==> src/rtl/pc_sequencer.sv <==
// Program-counter sequencer: reset wait, run with branch/halt/stall priority, and halt states.
// pc_plus_step is the only combinational output; everything else is registered.
module pc_sequencer #(
    parameter int unsigned      WIDTH        = 32,
    parameter logic [WIDTH-1:0] STEP         = WIDTH'(1),
    parameter logic [WIDTH-1:0] RESET_VECTOR = '0
) (
    input  logic             clk,
    input  logic             reset,
    input  logic             stall,
    input  logic             branch_valid,
    input  logic [WIDTH-1:0] branch_target,
    input  logic             halt_req,
    input  logic             resume,
    output logic [WIDTH-1:0] pc,
    output logic [WIDTH-1:0] pc_plus_step,
    output logic             pc_valid,
    output logic             halted,
    output logic             wrapped
);

    typedef enum logic [1:0] {
        RST_WAIT = 2'd0,
        RUN      = 2'd1,
        HALT     = 2'd2
    } state_t;

    state_t         state;
    logic [WIDTH:0] sum;

    // Extra bit captures the carry-out used for the sticky wrap flag.
    assign sum          = {1'b0, pc} + {1'b0, STEP};
    assign pc_plus_step = sum[WIDTH-1:0];

    always_ff @(posedge clk) begin
        if (reset) begin
            state    <= RST_WAIT;
            pc       <= RESET_VECTOR;
            pc_valid <= 1'b0;
            halted   <= 1'b0;
            wrapped  <= 1'b0;
        end else begin
            case (state)
                RST_WAIT: begin
                    if (branch_valid) begin
                        pc       <= branch_target;
                        state    <= RUN;
                        pc_valid <= 1'b1;
                    end else if (halt_req) begin
                        state  <= HALT;
                        halted <= 1'b1;
                    end else begin
                        state    <= RUN;
                        pc_valid <= 1'b1;
                    end
                end
                RUN: begin
                    if (branch_valid) begin
                        pc <= branch_target;
                    end else if (halt_req) begin
                        state    <= HALT;
                        pc_valid <= 1'b0;
                        halted   <= 1'b1;
                    end else if (!stall) begin
                        pc <= pc_plus_step;
                        if (sum[WIDTH]) begin
                            wrapped <= 1'b1;
                        end
                    end
                end
                HALT: begin
                    if (branch_valid) begin
                        pc <= branch_target;
                    end
                    if (resume) begin
                        state    <= RUN;
                        pc_valid <= 1'b1;
                        halted   <= 1'b0;
                    end
                end
                default: begin
                    state    <= RST_WAIT;
                    pc_valid <= 1'b0;
                    halted   <= 1'b0;
                end
            endcase
        end
    end

endmodule

==> config.mk <==
export PLATFORM = sky130hd
export DESIGN_NAME = pc_sequencer
export DESIGN_NICKNAME = d
export VERILOG_FILES = /design/src/rtl/pc_sequencer.sv
export SDC_FILE = /design/constraint.sdc
export NUM_CORES = 1
export LEC_CHECK = 0
export BUFFER_PORTS_ARGS = -buffer_cell sky130_fd_sc_hd__buf_4
export CAP_MARGIN = 20
export CORE_UTILIZATION = 51
export DETAILED_ROUTE_END_ITERATION = 7
export MAX_ROUTING_LAYER = met4
export PLACE_DENSITY = 0.88
export REMOVE_ABC_BUFFERS = 1
export SLEW_MARGIN = 5
export SYNTH_ARGS = -nofsm -noshare
export SYNTH_HDL_FRONTEND = slang
export SYNTH_SLANG_ARGS = --single-unit
==> constraint.sdc <==
create_clock -name clk -period 2.2 [get_ports clk]
set_input_delay 0.22 -clock clk [delete_from_list [all_inputs] [get_ports clk]]
set_output_delay 0.22 -clock clk [all_outputs]
set_load 0.01 [all_outputs]
==> results of run 1 <==
## power breakdown
part	internal, µW	total [µW]	switching [µW]
clock network	371	669	299
logic	323	664	340
registers	724	804	80.0
total	1420	2140	719
## cell families (layout without fill, tap and decap cells)
family,after synthesis,count (layout),synth area share (%)
DFF,37,37,25.2
adders and majority gates,1,1,0.426
AOI/OAI and AO/OA,96,96,23.8
muxes,2,2,0.724
and+or+nand+nor,175,175,34.3
buffers and inverters,52,190,7.19
xor gates and xnor gates,28,28,8.34
## metal layers
layer | up-vias | GRT usage, %
li1 | 1758 | -
met1 | 1907 | 44.6
met2 | 459 | 64.4
met3 | 122 | 6.94
met4 | 0 | 21.9
met5 | - | -
## registers in the layout, indices dropped and copies added (netlist names)
name and flops:
wrapped 1, pc 32, pc_valid 1, state 2, halted 1
## worst min path at each step
stage / from / to / slack, ns / cells past startpoint
after CTS: reset / pc[7]$_SDFFE_PP0P_ / 0.18 / 2
after global placement: halted$_SDFFE_PP0P_ / halted$_SDFFE_PP0P_ / 0.46 / 2
after global routing: reset / pc[7]$_SDFFE_PP0P_ / 0.19 / 2
final: reset / pc[7]$_SDFFE_PP0P_ / 0.18 / 2
after floorplan: reset / halted$_SDFFE_PP0P_ / 0.29 / 1
after detailed placement: halted$_SDFFE_PP0P_ / halted$_SDFFE_PP0P_ / 0.46 / 2
## placed cells by master (no fill, tap or decap), drive strengths merged, types with 6 or more instances in the layout
| cell type | count |
|---|---|
| xor2 | 11 |
| o21ai | 13 |
| nor2 | 23 |
| clkbuf | 7 |
| nand4 | 20 |
| xnor2 | 17 |
| o221ai | 8 |
| and2 | 8 |
| nand3 | 25 |
| nor2b | 7 |
| a31oi | 9 |
| nor4 | 11 |
| a21oi | 14 |
| inv | 12 |
| o32ai | 6 |
| nand2 | 28 |
| o211ai | 8 |
| dfxtp | 37 |
| nor3 | 12 |
| buf | 170 |
| and4 | 11 |
| or3 | 8 |
| a32oi | 8 |
## timing repair
item	CTS	global route
buffers inserted	6	8
endpoints found under the setup margin	13	17
gates cloned	0	0
pin swaps	3	13
gates resized for setup	35	39
## metrics by stage
step	worst slack, ns	total power [µW]
after detailed placement	0.165	1410
after global routing	-0.136	2180
final	-0.113	2140
after global placement	0.200	1390
after floorplan	-0.128	1060
after CTS	-0.0335	2050
## synthesized netlist by cell type, types with 2 or more instances
| cell type | instances |
|---|---|
| or2_2 | 4 |
| nor3_1 | 12 |
| o32ai_1 | 6 |
| a21oi_1 | 14 |
| or3_1 | 8 |
| o31a_1 | 5 |
| o211ai_1 | 8 |
| o41a_1 | 2 |
| a31oi_1 | 9 |
| xnor2_1 | 17 |
| nand4_1 | 18 |
| nor2_1 | 23 |
| and4_1 | 11 |
| o21ai_0 | 12 |
| nand4_4 | 2 |
| nand3_1 | 25 |
| nand3b_1 | 4 |
| inv_1 | 12 |
| xor2_1 | 11 |
| nor2b_1 | 7 |
| a21boi_0 | 2 |
| buf_1 | 3 |
| o21a_1 | 3 |
| clkbuf_1 | 31 |
| o221ai_1 | 7 |
| and3_1 | 5 |
| o31ai_1 | 4 |
| dfxtp_1 | 37 |
| and2_1 | 7 |
| nor4_1 | 11 |
| nor3b_1 | 2 |
| a32oi_1 | 8 |
| o311ai_0 | 4 |
| buf_2 | 4 |
| a22oi_1 | 2 |
| nand2_1 | 28 |
## critical path, delay by kind of cell, from the launching register on
family	cells	cell delay, ns
xor+xnor	1	0.13
buf+inv	2	0.27
flops	1	0.37
simple gates	2	1.02
## area by class of cell
cell class,count,area (µm²)
Sequential cell,37,782
Clock inverter,1,30.0
Multi-Input combinational cell,302,2210
Fill cell,334,978
Inverter,12,45.0
Clock buffer,7,86.3
Tap cell,72,90.1
Timing Repair Buffer,170,1320
==> summary.txt, run 1 <==
Status: complete, but fails checks
Violated checks: setup timing
Via count: 4246
Register area share after synthesis: 25.2%
Worst min path class: primary input to register
Max VDD drop: 0.352 mV
Startpoint types: register
Cell depth of the worst flop-to-flop path: 4
Number of antenna diodes: 0
Ys async rst share: 0%
Kind of critical path: register to output port
Reg-to-reg startpoint: state[0]$_SDFFE_PP0P_
Worst Path Arrival: 2.09 ns
Crit path to: pc_plus_step[29]
Clock skew: 0.00212 ns
Root buf cell: clkbuf_8
Hold slack: 0.180 ns
PD cells: 468 mW/mm²
First-pass GRT wire length: 18.2 mm
Critical path fanouts, max: 4
DR pass1 iterations: 7
Row count: 27
Synth area leaders: dfxtp_1 25%, xnor2_1 5.1%, nand3_1 4.3%
Number of flops mapped to enable cells by yosys: 0
Nets: 567
Drt total wl: 13.3 mm
Fin cells: 601
Highest clock rate: 432 MHz
1st-iter DRT viols: 660
Synth unique cells: 59
Maxcap violations: 0
Sum Neg Setup Slack: -0.426 ns
Htree depth: 2
Final Setup Violations: 11
Post-detail-place hpwl: 7.74 mm
Largest net degree at the start of global routing: 27
Die area: 0.00607 mm²
Clk buf depth: 2
TritonCTS Buffers: 5
Clock transition at path regs: 0.09 ns
Flop-to-flop setup slack: 0.10 ns
Clock period minus worst slack: 2.31 ns
Total GRT Usage: 39.0%
Hold buffer count at cts: 0
Avg WL per Cell: 22.1 µm
Share of cells above drive strength 1: 45.6%
Critical path, cell by cell: inv_1 > or4_4 > or3_4 > xnor2_1 > buf_4
GP Congestion: 0.997
Post-synth top area share: 25.2%
Initial Util: 53.0%
Top Layer Used: met4
Most area-hungry cell type in the Yosys netlist: dfxtp_1
DRC: 0
Required @ worst endpoint: 1.98 ns
Unrepaired setup endpoints after global routing: yes
# port buffers: 104
CP Capture Type: output port
Fin area: 0.00456 mm²
Predominant post-synthesis flop cell: dfxtp_1
I/O Pins: 105
Max_slew headroom: 55.5%
M1 wire length: 4.61 mm
#FFs+latches synth: 37
CTS tree: yes
Slew @ Worst Pin: 0.661 ns
Vias in the first global route: 3815
Crit path from: pc[12]$_SDFFE_PP0P_
Clk_lat worst skew: 0.31 ns
Slowest stage delay, CP: 0.61 ns
Cell leakage power: 0.00196 µW
CTS sink count: 37
Final Max Tran Viols: 0
Initial antenna violation count: 0
GRT overflow: 0
Core Box Area: 0.00554 mm²
Syn. warnings: 0
P&R area growth vs syn: 55.2%
Critical path's slowest cell: or4_4
Final Hold Vio Count: 0
Fin crit share: 105%
Vias/cell: 7.06
Setup ws final: -0.113 ns
Die X: 77.9 µm
Netlist Area Pre-Place: 0.00294 mm²
RR Endpoint: pc[23]$_SDFFE_PP0P_
Dpl cell area: 0.00406 mm²
Detail Route Antenna Nets: 0
Placed Cells: 579
Mean Syn Cell Area: 7.52 µm²
Met2 wire length: 6.21 mm
Fin util: 82.3%
Die Ht: 77.9 µm
Gate Count Post-Synth: 391
Metal3 WL: 1.65 mm
Power figures use the tool's default switching activity.
==> inputs of run 2 (changes only) <==
--- a/config.mk
+++ b/config.mk
@@ -7,9 +7,9 @@
 export LEC_CHECK = 0
 export BUFFER_PORTS_ARGS = -buffer_cell sky130_fd_sc_hd__buf_4
 export CAP_MARGIN = 20
+export CORE_MARGIN = 8
 export CORE_UTILIZATION = 51
 export DETAILED_ROUTE_END_ITERATION = 7
-export MAX_ROUTING_LAYER = met4
 export PLACE_DENSITY = 0.88
 export REMOVE_ABC_BUFFERS = 1
 export SLEW_MARGIN = 5
==> run 2 against run 1 <==
Net effect: the flow still finishes with violations (setup timing); design area down 0.69%; first-iteration DRC count down 24%; combinational power up 0.6%; clock skew up 0.0042 ns; register-to-register slack worse by 0.23 ns; via count down 1.4%; critical path type is now register to register; highest routed layer unchanged.
==> summary.txt, run 2 (synthesized netlist as in run 1, its figures left out) <==
Maxcap violations: 0 (unchanged)
Critical path fanouts, max: 9 (+5)
Cell depth of the worst flop-to-flop path: 4 (unchanged)
Nets: 566 (-0.18%)
Violated checks: setup timing
1st-iter DRT viols: 503 (-24%)
Most common cell after layout, fill and taps aside: buf_4
Fin area: 0.00453 mm² (-0.69%)
DR pass1 iterations: 6 (-1)
CP Capture Type: register
Root buf cell: clkbuf_8
Fin crit share: 106% (+0.84 points)
Dpl ws: 0.132 ns (-0.0340 ns)
Total GRT Usage: 27.3% (-12 points)
Clock transition at path regs: 0.08 ns (about the same)
Cell leakage power: 0.00191 µW (-2.6%)
Met2 usage: 45.8% (-19 points)
Critical path, cell by cell: nor3b_2 > o21a_1 > nand2_1 > o221ai_1
Most frequent cells in the layout: 162 x buf_4, 26 x nand2_1, 24 x nand3_1, 19 x nor2_1
Worst min path class: primary input to register
First-pass GRT wire length: 19.3 mm (+6.4%)
GRT busiest layer: met2
Core Box Area: 0.00554 mm² (unchanged)
DRC: 0 (unchanged)
Total Power: 1980 µW (-7.2%)
Hold buffer count at cts: 0 (unchanged)
Dpl cell area: 0.00403 mm² (-0.92%)
Share of cells above drive strength 1: 45.4% (-0.21 points)
Critical path's slowest cell: dfxtp_1
Die X: 91.9 µm (+18%)
Clk buf depth: 2 (unchanged)
PD cells: 437 mW/mm² (-6.6%)
Biggest regs: pc: 32 flops, state: 2 flops
Hold-critical path depth: 2 (unchanged)
GR Util met3: 6.76% (-0.18 points)
Slowest stage delay, CP: 0.54 ns (-0.07 ns)
CP Depth: 4 (-1)
Final Max Tran Viols: 0 (unchanged)
Vias in the first global route: 3866 (+1.3%)
Final Setup Violations: 13 (+2)
Htree depth: 2 (unchanged)
Drt total wl: 13.5 mm (+1.3%)
Top reg by flops: pc
Number of antenna diodes: 0 (unchanged)
# port buffers: 104 (unchanged)
Worst Path Arrival: 2.53 ns (+0.44 ns)
Slew @ Worst Pin: 0.726 ns (+0.0648 ns)
Clock skew: 0.00630 ns (+0.00418 ns)
P&R area growth vs syn: 54.2%
Met1 usage: 31.6% (-13 points)
Kind of critical path: register to register
Worst Path Buf+Inv: 0 (-2)
Unrepaired setup endpoints after global routing: yes
I/O Pins: 105 (unchanged)
Clock period minus worst slack: 2.33 ns (+0.0185 ns)
Initial antenna violation count: 0 (unchanged)
Vias/cell: 6.99 (-1.1%)
Highest clock rate: 429 MHz (-0.79%)
CTS tree: yes
Largest net degree at the start of global routing: 27 (unchanged)
Startpoint types: register
Via count: 4187 (-1.4%)
Max_slew headroom: 51.6% (-4.0 points)
Post-detail-place hpwl: 8.27 mm (+6.9%)
Final Hold Vio Count: 0 (unchanged)
Avg WL per Cell: 22.5 µm (+1.7%)
Max FFs per register: 32 (unchanged)
Initial Util: 53.0% (unchanged)
Row count: 27 (unchanged)
TritonCTS Buffers: 5 (unchanged)
Status: complete, but fails checks
Clk_lat worst skew: 0.30 ns (about the same)
Die area: 0.00845 mm² (+39%)
Setup ws final: -0.131 ns (-0.0185 ns)
Fin util: 81.8% (-0.56 points)
GRT overflow: 0 (unchanged)
Die Ht: 91.9 µm (+18%)
CTS sink count: 37 (unchanged)
Top Family by Delay on Critical Path: simple AND/OR/NAND/NOR gates
Max VDD drop: 0.331 mV (-6.1%)
Required @ worst endpoint: 2.39 ns (+0.41 ns)
Detail Route Antenna Nets: 0 (unchanged)
GP Congestion: 0.957 (-4.0%)
run 2: changes by cell type in the layout (fill, tap and decap cells not counted), sizes merged:
cell,previous run,this run
buf,170,169
bufinv,1,0
run 2: cell type report:
type	count	area, µm²
clock buffer	7	86.3
fill	337	1010
inverter	12	45.0
multi-input combinational	302	2210
sequential	37	782
tap	72	90.1
timing repair buffer	169	1320
run 2: repair_timing:
item / 4_1_cts / 5_1_grt
pin swaps: 4 / 11
resized for setup: 32 / 43
setup endpoints to repair: 15 / 18
buffers inserted: 10 / 8
run 2: final timing paths:
kind / end / from / slack (ns)
hold reg to reg: wrapped$_SDFFE_PP0P_ / wrapped$_SDFFE_PP0P_ / 0.48
setup reg to reg: pc[23]$_SDFFE_PP0P_ / state[0]$_SDFFE_PP0P_ / -0.13
hold / removal: pc[3]$_SDFFE_PP0P_ / reset / 0.20
setup / recovery: pc[23]$_SDFFE_PP0P_ / state[0]$_SDFFE_PP0P_ / -0.13
run 2: per-layer routing:
metal | wire length [µm] | part of all wire (%)
met4 | 779 | 5.8
met2 | 6300 | 47
met1 | 4800 | 36
met5 | 0 | 0
met3 | 1590 | 12
run 2: stage by stage:
| step | setup TNS, ns | std cells | hold slack [ns] |
|---|---|---|---|
| 6_report | -0.744 | 599 | 0.204 |
| 2_1_floorplan | -0.234 | 351 | 0.289 |
| 3_5_place_dp | 0 | 574 | 0.473 |
| 4_1_cts | -0.0403 | 591 | 0.197 |
| 5_1_grt | -2.10 | 599 | 0.190 |
| 3_3_place_gp | 0 | 574 | 0.460 |
run 2: power breakdown:
group | switching, µW | leakage (µW) | internal [µW] | total, µW
logic | 344 | 0.00155 | 323 | 668
clock network | 261 | 0.0000443 | 249 | 511
registers | 80.3 | 0.000314 | 724 | 804
total | 686 | 0.00191 | 1300 | 1980
